$ cat src/rtl/flash_wip_poll.sv
// rtl/flash_wip_poll.sv - RDSR polling engine: repeats read-status frames until WIP clears
// Optional poll limit enabled by defining FLASH_POLL_TIMEOUT_EN.
module flash_wip_poll #(
    parameter logic [7:0] RDSR_INST    = 8'h05,
    parameter int         CS_SETUP_CYC = 4,
    parameter int         GAP_CYC      = 32
`ifdef FLASH_POLL_TIMEOUT_EN
    ,
    parameter logic [23:0] TIMEOUT_POLLS = 24'd2_000_000
`endif
) (
    input  logic       sys_clk,
    input  logic       sys_rst_n,
    input  logic       start,
    input  logic       miso,
    output logic       sck,
    output logic       cs_n,
    output logic       mosi,
    output logic       busy,
    output logic       done,
    output logic [7:0] status,
    output logic       timeout
);

    localparam int CNT_MAX = (CS_SETUP_CYC > GAP_CYC)
                           ? ((CS_SETUP_CYC > 32) ? CS_SETUP_CYC : 32)
                           : ((GAP_CYC > 32) ? GAP_CYC : 32);
    localparam int CNT_W   = $clog2(CNT_MAX);

    typedef enum logic [5:0] {
        IDLE  = 6'b000001,
        SETUP = 6'b000010,
        INST  = 6'b000100,
        READ  = 6'b001000,
        HOLD  = 6'b010000,
        GAP   = 6'b100000
    } state_t;

    state_t             state_q, state_d;
    logic [CNT_W-1:0]   cnt_q, cnt_d;
    logic [7:0]         shift_q, shift_d;
    logic [7:0]         status_q, status_d;
    logic               sck_q, sck_d;
    logic               cs_n_q, cs_n_d;
    logic               mosi_q, mosi_d;
    logic               busy_q, busy_d;
    logic               done_q, done_d;
    logic               timeout_d;
`ifdef FLASH_POLL_TIMEOUT_EN
    logic               timeout_q;
    logic [23:0]        polls_q, polls_d;
`endif

    always_comb begin
        state_d   = state_q;
        cnt_d     = cnt_q + CNT_W'(1);
        shift_d   = shift_q;
        status_d  = status_q;
        done_d    = 1'b0;
        timeout_d = 1'b0;
`ifdef FLASH_POLL_TIMEOUT_EN
        polls_d   = polls_q;
`endif
        case (state_q)
            IDLE: begin
                cnt_d = '0;
                if (start) begin
                    state_d = SETUP;
`ifdef FLASH_POLL_TIMEOUT_EN
                    polls_d = '0;
`endif
                end
            end
            SETUP: begin
                if (cnt_q == CNT_W'(CS_SETUP_CYC - 1)) begin
                    state_d = INST;
                    cnt_d   = '0;
                end
            end
            INST: begin
                if (cnt_q == CNT_W'(31)) begin
                    state_d = READ;
                    cnt_d   = '0;
                end
            end
            READ: begin
                // Sample on the edge that drops SCK, after a full high phase.
                if (cnt_q[1:0] == 2'd3) begin
                    shift_d = {shift_q[6:0], miso};
                end
                if (cnt_q == CNT_W'(31)) begin
                    state_d = HOLD;
                    cnt_d   = '0;
                end
            end
            HOLD: begin
                if (cnt_q == CNT_W'(CS_SETUP_CYC - 1)) begin
                    status_d = shift_q;
                    cnt_d    = '0;
                    if (!shift_q[0]) begin
                        state_d = IDLE;
                        done_d  = 1'b1;
                    end else begin
                        state_d = GAP;
`ifdef FLASH_POLL_TIMEOUT_EN
                        polls_d = polls_q + 24'd1;
                        if (polls_q + 24'd1 >= TIMEOUT_POLLS) begin
                            state_d   = IDLE;
                            timeout_d = 1'b1;
                        end
`endif
                    end
                end
            end
            GAP: begin
                if (cnt_q == CNT_W'(GAP_CYC - 1)) begin
                    state_d = SETUP;
                    cnt_d   = '0;
                end
            end
            default: begin
                state_d = IDLE;
                cnt_d   = '0;
            end
        endcase

        // Bus pins are registered from the next-state view so they line up with state_q.
        cs_n_d = !(state_d == SETUP || state_d == INST || state_d == READ || state_d == HOLD);
        sck_d  = (state_d == INST || state_d == READ) && cnt_d[1];
        mosi_d = (state_d == INST) ? RDSR_INST[3'd7 - cnt_d[4:2]] : 1'b0;
        busy_d = (state_d != IDLE) || done_d || timeout_d;
    end

    always_ff @(posedge sys_clk or negedge sys_rst_n) begin
        if (!sys_rst_n) begin
            state_q  <= IDLE;
            cnt_q    <= '0;
            shift_q  <= 8'h00;
            status_q <= 8'h00;
            sck_q    <= 1'b0;
            cs_n_q   <= 1'b1;
            mosi_q   <= 1'b0;
            busy_q   <= 1'b0;
            done_q   <= 1'b0;
        end else begin
            state_q  <= state_d;
            cnt_q    <= cnt_d;
            shift_q  <= shift_d;
            status_q <= status_d;
            sck_q    <= sck_d;
            cs_n_q   <= cs_n_d;
            mosi_q   <= mosi_d;
            busy_q   <= busy_d;
            done_q   <= done_d;
        end
    end

`ifdef FLASH_POLL_TIMEOUT_EN
    always_ff @(posedge sys_clk or negedge sys_rst_n) begin
        if (!sys_rst_n) begin
            timeout_q <= 1'b0;
            polls_q   <= 24'd0;
        end else begin
            timeout_q <= timeout_d;
            polls_q   <= polls_d;
        end
    end
    assign timeout = timeout_q;
`else
    assign timeout = 1'b0;
`endif

    assign sck    = sck_q;
    assign cs_n   = cs_n_q;
    assign mosi   = mosi_q;
    assign busy   = busy_q;
    assign done   = done_q;
    assign status = status_q;

endmodule

$ cat config.mk
export PLATFORM = sky130hd
export DESIGN_NAME = flash_wip_poll
export DESIGN_NICKNAME = d
export VERILOG_FILES = /design/src/rtl/flash_wip_poll.sv
export SDC_FILE = /design/constraint.sdc
export NUM_CORES = 1
export LEC_CHECK = 0
export ABC_CLOCK_PERIOD_IN_PS = 2500
export BUFFER_PORTS_ARGS = -buffer_cell sky130_fd_sc_hd__buf_2
export CORE_MARGIN = 2
export CORE_UTILIZATION = 30
export CTS_CLUSTER_SIZE = 10
export DETAILED_ROUTE_END_ITERATION = 8
export PLACE_DENSITY = 0.48
export SLEW_MARGIN = 20
export SYNTH_ARGS = -nofsm -noshare
export SYNTH_HDL_FRONTEND = slang
export SYNTH_SLANG_ARGS = --single-unit
$ cat constraint.sdc
create_clock -name sys_clk -period 2.5 [get_ports sys_clk]
set_clock_uncertainty 0.2 [all_clocks]
set_input_delay 0.375 -clock sys_clk [delete_from_list [all_inputs] [get_ports sys_clk]]
set_output_delay 0.375 -clock sys_clk [all_outputs]
set_load 0.01 [all_outputs]
==> metrics.csv, run 1 <==
stage;metric;value;unit
drt;Starting DRT DRC Count;39;
die;I/O Pins;18;
die;Core Rows;26;
place;port bufs;16;
yosys;Adder-Cell Fraction of Synth Area;1.609;%
critical_path;reg-to-reg setup timing slack;0.37;ns
drt;drt pass-1 iters;4;
layout;Area Overhead vs Synth;12.79;%
yosys;Synth Area in XOR/XNOR;2.816;%
sta;RSZ-0062 raised after global routing;no;
yosys;Seq/Total Area, Yosys;51.65;%
critical_path;CP arrival;2.13;ns
global_routing;first-pass GRT wire length;5264;um
cts;CTS buffer count;5;
yosys;Compound-Gate Fraction of Synth Area;6.919;%
global_routing;vias in the first global route;1097;
sta;final period utilization;85.26;%
sta;Final Hold Violating Endpoints;0;
sta;PnR worst setup slack;0.3686;ns
yosys;yosys warns;0;
yosys;Post-synth top flop;dfrtp_1;
drt;DR WL/cell;14.17;um
flow_run;Max-Cap Viols;0;
layout;# diodes;0;
cts;worst-case clock buffer depth;2;
yosys;number of synthesized flops with an enable pin;0;
drt;Residual DRC;0;
cts;H-tree Lvls;2;
drt;Routed Antenna Nets;0;
global_routing;initial antenna violation count;0;
place;DP Area;1667;um2
sta;TNS Setup;0;ns
sta;Least-Margin Pin Slew;0.7094;ns
yosys;post-synthesis register bit count;32;
yosys;syn_area_per_cell;12.64;um2
sta;Setup violations, final;0;
layout;layout cells sized above 1;41.01;%
global_routing;total grt overflow;0;
place;GPL Wtd Cong;0.8006;
cts;Reg clk slew, reported paths;0.06;ns
cts;CTS root buffer;clkbuf_8;
cts;CTS tree;built;
layout;post-route cell area;1754;um2
yosys;Cells after Synth;123;
cts;clk_lat worst skew;0.28;ns
sta;fin crit period;2.131;ns
yosys;Yosys top cell area share;48.27;%
global_routing;pin count of the biggest net entering global routing;33;
drt;total detailed-routing wirelength;2961;um
place;dpl ws;0.3599;ns
hold_path;Hold Path Class;input pin to flop;
critical_path;WP data required;2.50;ns
die;total core area;5042;um2
yosys;cell accounting for the most synthesized area;dfrtp_1;
yosys;multiplexer share of the synthesized area;11.58;%
power;Max rail drop VDD;0.3070;mV
die;DIE WIDTH;76;um
power;Power Dens Cells;712.1;nW/um2
sta;Max Slew Vio Count;0;
global_routing;global-route usage over all layers;11.50;%
yosys;Synth async-reset ratio;100.0;%
yosys;Synth Net Count;129;
critical_path;crit path max fanout;8;
yosys;Netlist cell types;47;
die;Die Ht;76;um
yosys;largest family of logic cells by synthesized area;simple AND/OR/NAND/NOR gates;
power;Leakage;0.8665;nW
sta;max frequency;469.2;MHz
yosys;Mapped Area;1555;um2
die;Die Area;5776;um2
yosys;simple-gate area share of the yosys netlist;21.08;%
sta;Worst slew margin;52.71;%
critical_path;Setup CP Type;flop to flop;
drt;vias post-DR;987;
critical_path;CP endpoint kind;flop;
place;DP HPWL;2109;um
critical_path;critical path launch point type;flop;
drt;vias per std cell;4.722;
die;Initial Utilization;30.84;%
cts;clock sink count;32;
outcome;outcome;complete, no violations;
yosys;Synth area leaders;dfrtp_1, mux2_2, dfstp_2;
layout;nets;145;
-- placed cells by master (no fill, tap or decap), types with 2 or more instances in the layout --
| cell type | count |
|---|---|
| or2_2 | 3 |
| buf_2 | 16 |
| nand4b_1 | 3 |
| nor2_1 | 10 |
| o21ai_0 | 2 |
| clkbuf_8 | 5 |
| o211ai_1 | 2 |
| mux2_2 | 16 |
| inv_1 | 2 |
| nor4b_1 | 2 |
| nor2b_1 | 2 |
| and3_1 | 2 |
| nand3_1 | 2 |
| and4b_1 | 2 |
| dfrtp_1 | 30 |
| xor2_1 | 5 |
| ha_1 | 2 |
| dfstp_2 | 2 |
| nor4_1 | 2 |
-- layer usage --
metal | share of wire (%) | global-route usage [%]
met1 | 46 | 14.07
met4 | 0.71 | 6.000
met2 | 51 | 18.93
met3 | 3.1 | 2.725
met5 | 0 | 0
-- worst paths after layout --
kind | startpoint | to | cells after the start
max in group asynchronous | sys_rst_n | shift_q[3] | 2
min in group asynchronous | sys_rst_n | shift_q[7] | 2
worst max register to register | cnt_q[0] | cs_n | 6
worst max-delay path | cnt_q[0] | cs_n | 6
worst min-delay path | miso | shift_q[0] | 2
worst min register to register | cnt_q[0] | cnt_q[0] | 1
-- where the power goes --
part	total (mW)	internal [mW]	switching, mW
sequential	0.631	0.570	0.0605
combinational	0.254	0.123	0.131
clock	0.364	0.189	0.176
total	1.25	0.882	0.367
-- cell usage after synthesis, types with 2 or more instances --
master     n
dfstp_2    2
and3_1     2
and4b_1    2
dfrtp_1   30
buf_4      2
mux2_2    16
buf_2      3
or2_2      3
nand4b_1   3
o21ai_0    2
buf_6      2
o211ai_1   2
inv_1      2
xor2_1     5
nor4b_1    2
nor4_1     2
nor2_1    10
nand3_1    2
nor2b_1    2
ha_1       2
-- timing repair --
action / 4_1_cts / 5_1_grt
setup buffers: 0 / 0
hold endpoints to repair: 30 / 0
gates resized for setup: 0 / 0
hold buffers: 1 / 0
-- state kept, by name, summed over array words and instances, names as in the netlist --
name     cells
shift_q      8
status       8
state_q      6
cnt_q        5
busy         1
cs_n         1
done         1
mosi         1
sck          1
-- cell type report --
type	instances	area (um2)
Clock inverter	1	5.005
Timing Repair Buffer	17	90.09
Multi-Input combinational cell	81	688.2
Sequential cell	32	803.3
Inverter	2	7.507
Tap cell	70	87.58
Fill cell	517	3288
Clock buffer	6	72.57
-- kinds of logic after synthesis --
family / after synthesis
AND/OR/NAND/NOR: 44
flip-flops: 32
multiplexers: 16
AO/OA/AOI/OAI: 13
buffers and inverters: 10
XOR/XNOR: 5
adder cells (fa/ha/maj): 2
other: 1
-- per-stage QoR --
stage               power, mW  hold slack, ns  std cells  util, %
finish                  1.249          0.1443        209    34.79
global route            1.326          0.1334        209    34.79
CTS                     1.275          0.1240        209    34.79
detailed placement     0.8959          0.2537        201    33.05
global placement       0.8948          0.2403        201    33.05
floorplan              0.8361         -0.1206        123        -
-- worst max-delay path, stage by stage (launching register included) --
cell	delay, ns
dfrtp_1	0.37
ha_1	0.26
and3_1	0.18
ha_1	0.32
nor4_1	0.12
a31oi_1	0.23
or3b_1	0.38
No activity file was read; power rests on OpenSTA's default activity.
==> inputs of run 2 (changes only) <==
--- a/config.mk
+++ b/config.mk
@@ -8,10 +8,10 @@
 export ABC_CLOCK_PERIOD_IN_PS = 2500
 export BUFFER_PORTS_ARGS = -buffer_cell sky130_fd_sc_hd__buf_2
 export CORE_MARGIN = 2
-export CORE_UTILIZATION = 30
+export CORE_UTILIZATION = 37
 export CTS_CLUSTER_SIZE = 10
 export DETAILED_ROUTE_END_ITERATION = 8
-export PLACE_DENSITY = 0.48
+export PLACE_DENSITY = 0.56
 export SLEW_MARGIN = 20
 export SYNTH_ARGS = -nofsm -noshare
 export SYNTH_HDL_FRONTEND = slang
==> constraint.sdc (replaced) <==
create_clock -name sys_clk -period 2.5 [get_ports sys_clk]
set_clock_uncertainty 0.2 [all_clocks]
set_input_delay 0.125 -clock sys_clk [delete_from_list [all_inputs] [get_ports sys_clk]]
set_output_delay 0.125 -clock sys_clk [all_outputs]
set_load 0.01 [all_outputs]
==> run 2 against run 1 <==
Net effect:
- maximum frequency increased by 0.48%
- utilization increased by 9.4 points
- highest routed layer unchanged
- setup slack improved by 0.010 ns
- total power rose by 8.8%
- clock power up 31%
- first-iteration DRC count grew 18%
- clock-buffer cell count stayed put
- global-route usage is 2.7 points higher
- die area down 18%
- critical path type unchanged
- worst hold slack gained 0.076 ns
- combinational power about the same
==> metrics.csv, run 2 (synthesized netlist as in run 1, its figures left out) <==
stage;metric;value;unit;change
drt;drt pass-1 iters;4;;unchanged
cts;CTS tree;built;;unchanged
power;Max rail drop VDD;0.4163;mV;was 0.3070 mV
sta;final period utilization;84.85;%;was 85.26%
cts;Reg clk slew, reported paths;0.07;ns;was 0.06 ns
layout;Multi-input gate area;688.2;um2;unchanged
cts;CTS buffer count;5;;unchanged
place;DP HPWL;2006;um;was 2109 um
cts;worst-case clock buffer depth;2;;unchanged
cts;Post-CTS Setup Bufs;0;;unchanged
die;total core area;4029;um2;was 5042 um2
layout;layout cells sized above 1;40.85;%;was 41.01%
sta;PnR worst setup slack;0.3787;ns;was 0.3686 ns
die;Die Area;4738;um2;was 5776 um2
sta;Final Hold Violating Endpoints;0;;unchanged
die;Core Rows;23;;was 26
critical_path;CP cell instances;ha_1 > and3_1 > ha_1 > nor4_1 > a31oi_1 > and3_1;;was ha_1 > and3_1 > ha_1 > nor4_1 > a31oi_1 > or3b_1
layout;sequential cell area;803.3;um2;unchanged
global_routing;global-route usage over all layers;14.17;%;was 11.50%
die;Die Ht;68.84;um;was 76 um
die;DIE WIDTH;68.84;um;was 76 um
sta;Max Slew Vio Count;0;;unchanged
sta;max frequency;471.4;MHz;was 469.2 MHz
layout;Area Overhead vs Synth;14.40;%;was 12.79%
hold_path;Hold Path Class;input pin to asynchronous set/reset pin;;was input pin to flop
drt;Residual DRC;0;;unchanged
sta;Least-Margin Pin Slew;0.6862;ns;was 0.7094 ns
critical_path;crit path max fanout;8;;unchanged
die;I/O Pins;18;;unchanged
power;Seq pwr share;46.3;%;was 50.5%
sta;TNS Setup;0;ns;unchanged
sta;RSZ-0062 raised after global routing;no;;unchanged
drt;Routed Antenna Nets;0;;unchanged
sta;Setup violations, final;0;;unchanged
power;switching part of the total power;27.20;%;was 29.41%
global_routing;initial antenna violation count;0;;unchanged
global_routing;pin count of the biggest net entering global routing;33;;unchanged
place;GPL Wtd Cong;0.7990;;was 0.8006
global_routing;first-pass GRT wire length;4802;um;was 5264 um
power;Comb pwr share;18.6;%;was 20.4%
sta;Worst slew margin;54.25;%;was 52.71%
critical_path;CP arrival;2.09;ns;was 2.13 ns
cts;clock sink count;32;;unchanged
drt;total detailed-routing wirelength;2842;um;was 2961 um
cts;H-tree Lvls;2;;unchanged
drt;vias post-DR;1012;;was 987
sta;fin crit period;2.121;ns;was 2.131 ns
critical_path;CP endpoint kind;flop;;unchanged
power;Power Dens Cells;764.2;nW/um2;was 712.1 nW/um2
global_routing;total grt overflow;0;;unchanged
critical_path;critical path launch point type;flop;;unchanged
critical_path;WP data required;2.47;ns;was 2.50 ns
critical_path;Setup CP Type;flop to flop;;unchanged
critical_path;max incr delay on CP;0.40;ns;was 0.38 ns
drt;Starting DRT DRC Count;46;;was 39
place;port bufs;16;;unchanged
flow_run;Max-Cap Viols;0;;unchanged
power;Clk pwr share;35.0;%;was 29.2%
power;Int Pwr;0.9899;mW;was 0.8818 mW
layout;commonest non-fill, non-tap cell in the layout;dfrtp_1;;unchanged
layout;Fillers;410;;was 517
global_routing;vias in the first global route;1017;;was 1,097
die;Initial Utilization;38.60;%;was 30.84%
cts;clk_lat worst skew;0.28;ns;about the same
layout;# diodes;0;;unchanged
layout;nets;147;;was 145
critical_path;crit path max-delay cell type;nor4_1;;was or3b_1
drt;DR WL/cell;14.80;um;was 14.17 um
place;dpl ws;0.3717;ns;was 0.3599 ns
outcome;outcome;complete, no violations;;unchanged
drt;vias per std cell;5.271;;was 4.722
power;Leakage;0.8890;nW;was 0.8665 nW
layout;most frequent cells in the layout;dfrtp_1, mux2_2, buf_2;;unchanged
power;Switch Pwr;0.3699;mW;was 0.3674 mW
cts;CTS root buffer;clkbuf_8;;unchanged
-- run 2: cell count changes in the layout (fill, tap and decap cells not counted) --
cell	before	now
bufinv_16	0	1
dlygate4sd3_1	1	3
-- run 2: stage by stage --
step	hold slack [ns]	util, %	cells	power, mW	cell area [um2]
2_1_floorplan	-0.3706	-	123	0.8361	1555
3_3_place_gp	0.007966	40.75	181	0.8885	1642
3_5_place_dp	0.01165	40.75	181	0.8881	1642
4_1_cts	0.2462	44.16	192	1.376	1779
5_1_grt	0.2937	44.16	192	1.436	1779
6_report	0.2203	44.16	192	1.360	1779
-- run 2: final cells by class --
class | count | area share [%]
clock buffer | 6 | 4.079
clock inverter | 2 | 1.969
inverter | 2 | 0.4219
multi-input combinational | 81 | 38.68
sequential | 32 | 45.15
tap | 50 | 3.516
timing repair buffer | 19 | 6.188
-- run 2: routing by layer --
layer | vias up | GRT usage, % | part of all wire (%)
li1 | 480 | - | -
met4 | 0 | 5.147 | 1.4
met2 | 25 | 22.48 | 49
met3 | 7 | 4.870 | 5.2
met5 | - | 0 | 0
met1 | 500 | 17.95 | 44
-- run 2: worst max-delay path, delay by kind of cell (launching register included) --
kind,cells,cell delay (ns)
compound gates,1,0.12
flops,1,0.39
simple gates,3,0.77
fa+ha+maj,2,0.53
-- run 2: power groups by stage --
stage          clock network (mW)  registers [mW]  logic [mW]
4_1_cts                     0.492           0.629       0.255
2_1_floorplan                   0           0.600       0.236
3_3_place_gp                    0           0.638       0.251
6_report                    0.477           0.630       0.253
5_1_grt                     0.518           0.636       0.283
3_5_place_dp                    0           0.639       0.249
-- run 2: path summary, 6_finish.rpt --
kind                              endpoint  slack [ns]      start  cells past startpoint
max in group asynchronous       shift_q[7]        1.44  sys_rst_n                      2
worst min-delay path             status[5]        0.22  sys_rst_n                      2
worst max-delay path                   sck        0.38   cnt_q[0]                      6
min in group sys_clk              cnt_q[0]        0.26   cnt_q[0]                      1
worst max register to register         sck        0.38   cnt_q[0]                      6
worst min register to register    cnt_q[0]        0.26   cnt_q[0]                      1
-- run 2: timing repair --
item	CTS	global route
setup endpoints to repair	0	0
resized for setup	0	0
endpoints found under the hold margin	33	0
hold buffers	3	0
==> inputs of run 3 (changes only) <==
--- a/config.mk
+++ b/config.mk
@@ -5,7 +5,8 @@
 export SDC_FILE = /design/constraint.sdc
 export NUM_CORES = 1
 export LEC_CHECK = 0
-export ABC_CLOCK_PERIOD_IN_PS = 2500
+export ABC_AREA = 1
+export ABC_CLOCK_PERIOD_IN_PS = 2100
 export BUFFER_PORTS_ARGS = -buffer_cell sky130_fd_sc_hd__buf_2
 export CORE_MARGIN = 2
 export CORE_UTILIZATION = 37
==> constraint.sdc (replaced) <==
create_clock -name sys_clk -period 2.1 [get_ports sys_clk]
set_clock_uncertainty 0.2 [all_clocks]
set_input_delay 0.105 -clock sys_clk [delete_from_list [all_inputs] [get_ports sys_clk]]
set_output_delay 0.105 -clock sys_clk [all_outputs]
set_load 0.01 [all_outputs]
==> run 3 against run 2 <==
Net effect:
- die area is 3.1% lower
- non-clock buffer count unchanged
- first-iteration DRC count shrank 13%
- cell count grew 30%
- clock-buffer cell count rose by 2
- via count grew 12%
- synthesized area fell by 3.3%
- total power grew 3.5%
- utilization is 0.21 points higher
- clock power is 1% lower
- global-route usage increased by 0.17 points
- worst hold slack worse by 0.0054 ns
- critical path type unchanged
==> metrics.csv, run 3 <==
stage;metric;value;unit;change
critical_path;crit path max fanout;6;;was 8
die;I/O Pins;18;;unchanged
sta;final period utilization;90.78;%;was 84.85%
outcome;outcome;complete, no violations;;unchanged
sta;Final Hold Violating Endpoints;0;;unchanged
sta;fin crit period;1.906;ns;was 2.121 ns
layout;Area Overhead vs Synth;16.31;%;was 14.40%
layout;most frequent cells in the layout;nand2_1, dfrtp_1, inv_1;;was dfrtp_1, mux2_2, buf_2
critical_path;max incr delay on CP;0.39;ns;was 0.40 ns
critical_path;Setup CP Type;flop to flop;;unchanged
flow_run;Max-Cap Viols;0;;unchanged
place;DP HPWL;2051;um;was 2006 um
critical_path;critical path launch point type;flop;;unchanged
sta;max frequency;524.6;MHz;was 471.4 MHz
critical_path;reg-to-reg setup timing slack;0.19;ns;was 0.38 ns
die;Die Ht;67.76;um;was 68.84 um
critical_path;Crit. Startpoint;cnt_q[0];;unchanged
cts;CTS buffer count;5;;unchanged
yosys;yosys warns;0;;unchanged
drt;Routed Antenna Nets;0;;unchanged
global_routing;initial antenna violation count;0;;unchanged
yosys;Cells after Synth;175;;was 123
drt;vias post-DR;1137;;was 1,012
global_routing;first-pass GRT wire length;4705;um;was 4802 um
layout;# diodes;0;;unchanged
layout;final core area utilization;44.37;%;was 44.16%
yosys;Seq/Total Area, Yosys;53.41;%;was 51.65%
sta;Least-Margin Pin Slew;0.7046;ns;was 0.6862 ns
global_routing;global-route usage over all layers;14.34;%;was 14.17%
yosys;Post-synth top cells;nand2_1, dfrtp_1, inv_1;;was dfrtp_1, mux2_2, nor2_1
hold_path;Hold Path Class;input pin to asynchronous set/reset pin;;unchanged
die;Initial Utilization;38.15;%;was 38.60%
drt;Residual DRC;0;;unchanged
critical_path;WP data required;2.11;ns;was 2.47 ns
yosys;Post-synth top flop;dfrtp_1;;unchanged
cts;clock sink count;32;;unchanged
drt;Starting DRT DRC Count;40;;was 46
layout;Fillers;389;;was 410
cts;Reg clk slew, reported paths;0.06;ns;was 0.07 ns
die;Core Rows;23;;unchanged
place;GPL Wtd Cong;0.8719;;was 0.7990
power;Max rail drop VDD;0.4107;mV;was 0.4163 mV
critical_path;CP arrival;1.92;ns;was 2.09 ns
place;dpl ws;0.1479;ns;was 0.3717 ns
cts;CTS tree;built;;unchanged
power;Power Dens Cells;804.6;nW/um2;was 764.2 nW/um2
drt;drt pass-1 iters;4;;unchanged
critical_path;R2R depth;8;;was 6
sta;Max Slew Vio Count;0;;unchanged
sta;Setup violations, final;0;;unchanged
place;port bufs;16;;unchanged
die;DIE WIDTH;67.76;um;was 68.84 um
layout;nets;204;;was 147
yosys;Yosys top cell area share;49.92;%;was 48.27%
drt;DR WL/cell;11.49;um;was 14.80 um
critical_path;cell family with most CP delay;adder cells;;was simple AND/OR/NAND/NOR gates
critical_path;CP endpoint kind;flop;;unchanged
yosys;post-synthesis register bit count;32;;unchanged
yosys;Mapped Area;1504;um2;was 1555 um2
layout;commonest non-fill, non-tap cell in the layout;nand2_1;;was dfrtp_1
cts;clk_lat worst skew;0.28;ns;about the same
global_routing;vias in the first global route;1055;;was 1,017
die;total core area;3943;um2;was 4029 um2
sta;TNS Setup;0;ns;unchanged
yosys;Synth Net Count;181;;was 129
global_routing;total grt overflow;0;;unchanged
sta;RSZ-0062 raised after global routing;no;;unchanged
critical_path;worst r2r dst;mosi;;was sck
critical_path;worst path bufs/invs;1;;was 0
cts;CTS root buffer;clkbuf_8;;unchanged
critical_path;CP cell instances;ha_1 > and3_1 > ha_1 > inv_2 > nand2_1 > o22ai_2 > nand2_1 > nor2_1;;was ha_1 > and3_1 > ha_1 > nor4_1 > a31oi_1 > and3_1
critical_path;R2R Path Start;cnt_q[0];;unchanged
die;Die Area;4591;um2;was 4738 um2
sta;PnR worst setup slack;0.1937;ns;was 0.3787 ns
yosys;cell accounting for the most synthesized area;dfrtp_1;;unchanged
cts;H-tree Lvls;2;;unchanged
drt;total detailed-routing wirelength;2862;um;was 2842 um
power;Leakage;0.9175;nW;was 0.8890 nW
cts;worst-case clock buffer depth;2;;unchanged
yosys;cell with the most instances after synthesis;nand2_1;;was dfrtp_1
layout;layout cells sized above 1;23.62;%;was 40.85%
yosys;Synth area leaders;dfrtp_1, nand2_1, inv_1;;was dfrtp_1, mux2_2, dfstp_2
yosys;Synth async-reset ratio;100.0;%;unchanged
drt;vias per std cell;4.566;;was 5.271
global_routing;pin count of the biggest net entering global routing;33;;unchanged
critical_path;crit path max-delay cell type;dfrtp_1;;was nor4_1
sta;Worst slew margin;53.03;%;was 54.25%
yosys;Netlist cell types;26;;was 47
yosys;number of synthesized flops with an enable pin;0;;unchanged
yosys;syn_area_per_cell;8.594;um2;was 12.64 um2
run 3: metal layers:
| metal | vias up | wire, um | GRT usage, % | share of wire [%] |
|---|---|---|---|---|
| li1 | 587 | - | - | - |
| met5 | - | 0 | 0 | 0 |
| met3 | 6 | 137 | 4.500 | 4.8 |
| met1 | 521 | 1312 | 17.18 | 46 |
| met2 | 23 | 1355 | 23.28 | 47 |
| met4 | 0 | 56 | 6.888 | 2.0 |
run 3: cells by family (layout without fill, tap and decap cells):
family                   after synthesis  in the layout  share of synthesized area [%]
XOR/XNOR                               2              2                          1.165
buffers and inverters                 32             56                          8.819
other                                  1              1                         0.2493
adder cells (fa/ha/maj)                2              2                          1.664
AO/OA/AOI/OAI                         22             22                          8.984
flip-flops                            32             32                          53.41
AND/OR/NAND/NOR                       84             84                          25.71
run 3: area by class of cell:
| cell class | count | area (um2) | area share [%] |
|---|---|---|---|
| flip-flops and latches | 32 | 803.3 | 45.92 |
| clock buffers | 8 | 90.09 | 5.150 |
| inverters | 29 | 108.9 | 6.223 |
| multi-input cells | 111 | 574.3 | 32.83 |
| repair buffers | 19 | 110.1 | 6.295 |
| well taps | 50 | 62.56 | 3.577 |
run 3: how the worst max path moves through the flow:
stage,endpoint,cells after the start,slack [ns]
6_report,mosi,8,0.19
5_1_grt,mosi,8,0.05
4_1_cts,mosi,8,0.13
3_5_place_dp,mosi,8,0.15
3_3_place_gp,sck,9,0.22
2_1_floorplan,sck,9,0.30
run 3: power breakdown:
group / leakage, nW / switching [mW] / internal [mW]
Clock: 0.0455 / 0.204 / 0.267
Combinational: 0.437 / 0.146 / 0.0795
Sequential: 0.435 / 0.0347 / 0.676
run 3: what timing repair did:
item / in CTS / in global routing
setup endpoints to repair: 0 / 1
gates resized for setup: 0 / 2
endpoints found under the hold margin: 34 / 0
hold buffers: 3 / 0
buffers inserted: 0 / 0
run 3: stage by stage:
stage               area (um2)  power (mW)  hold WS (ns)  std cells
floorplan                 1504      0.8716       -0.3906        175
global route              1749       1.491        0.2794        249
detailed placement        1623      0.9436     -0.001374        238
CTS                       1743       1.426        0.2416        249
finish                    1749       1.407        0.2149        249
global placement          1623      0.9325     -0.007307        238
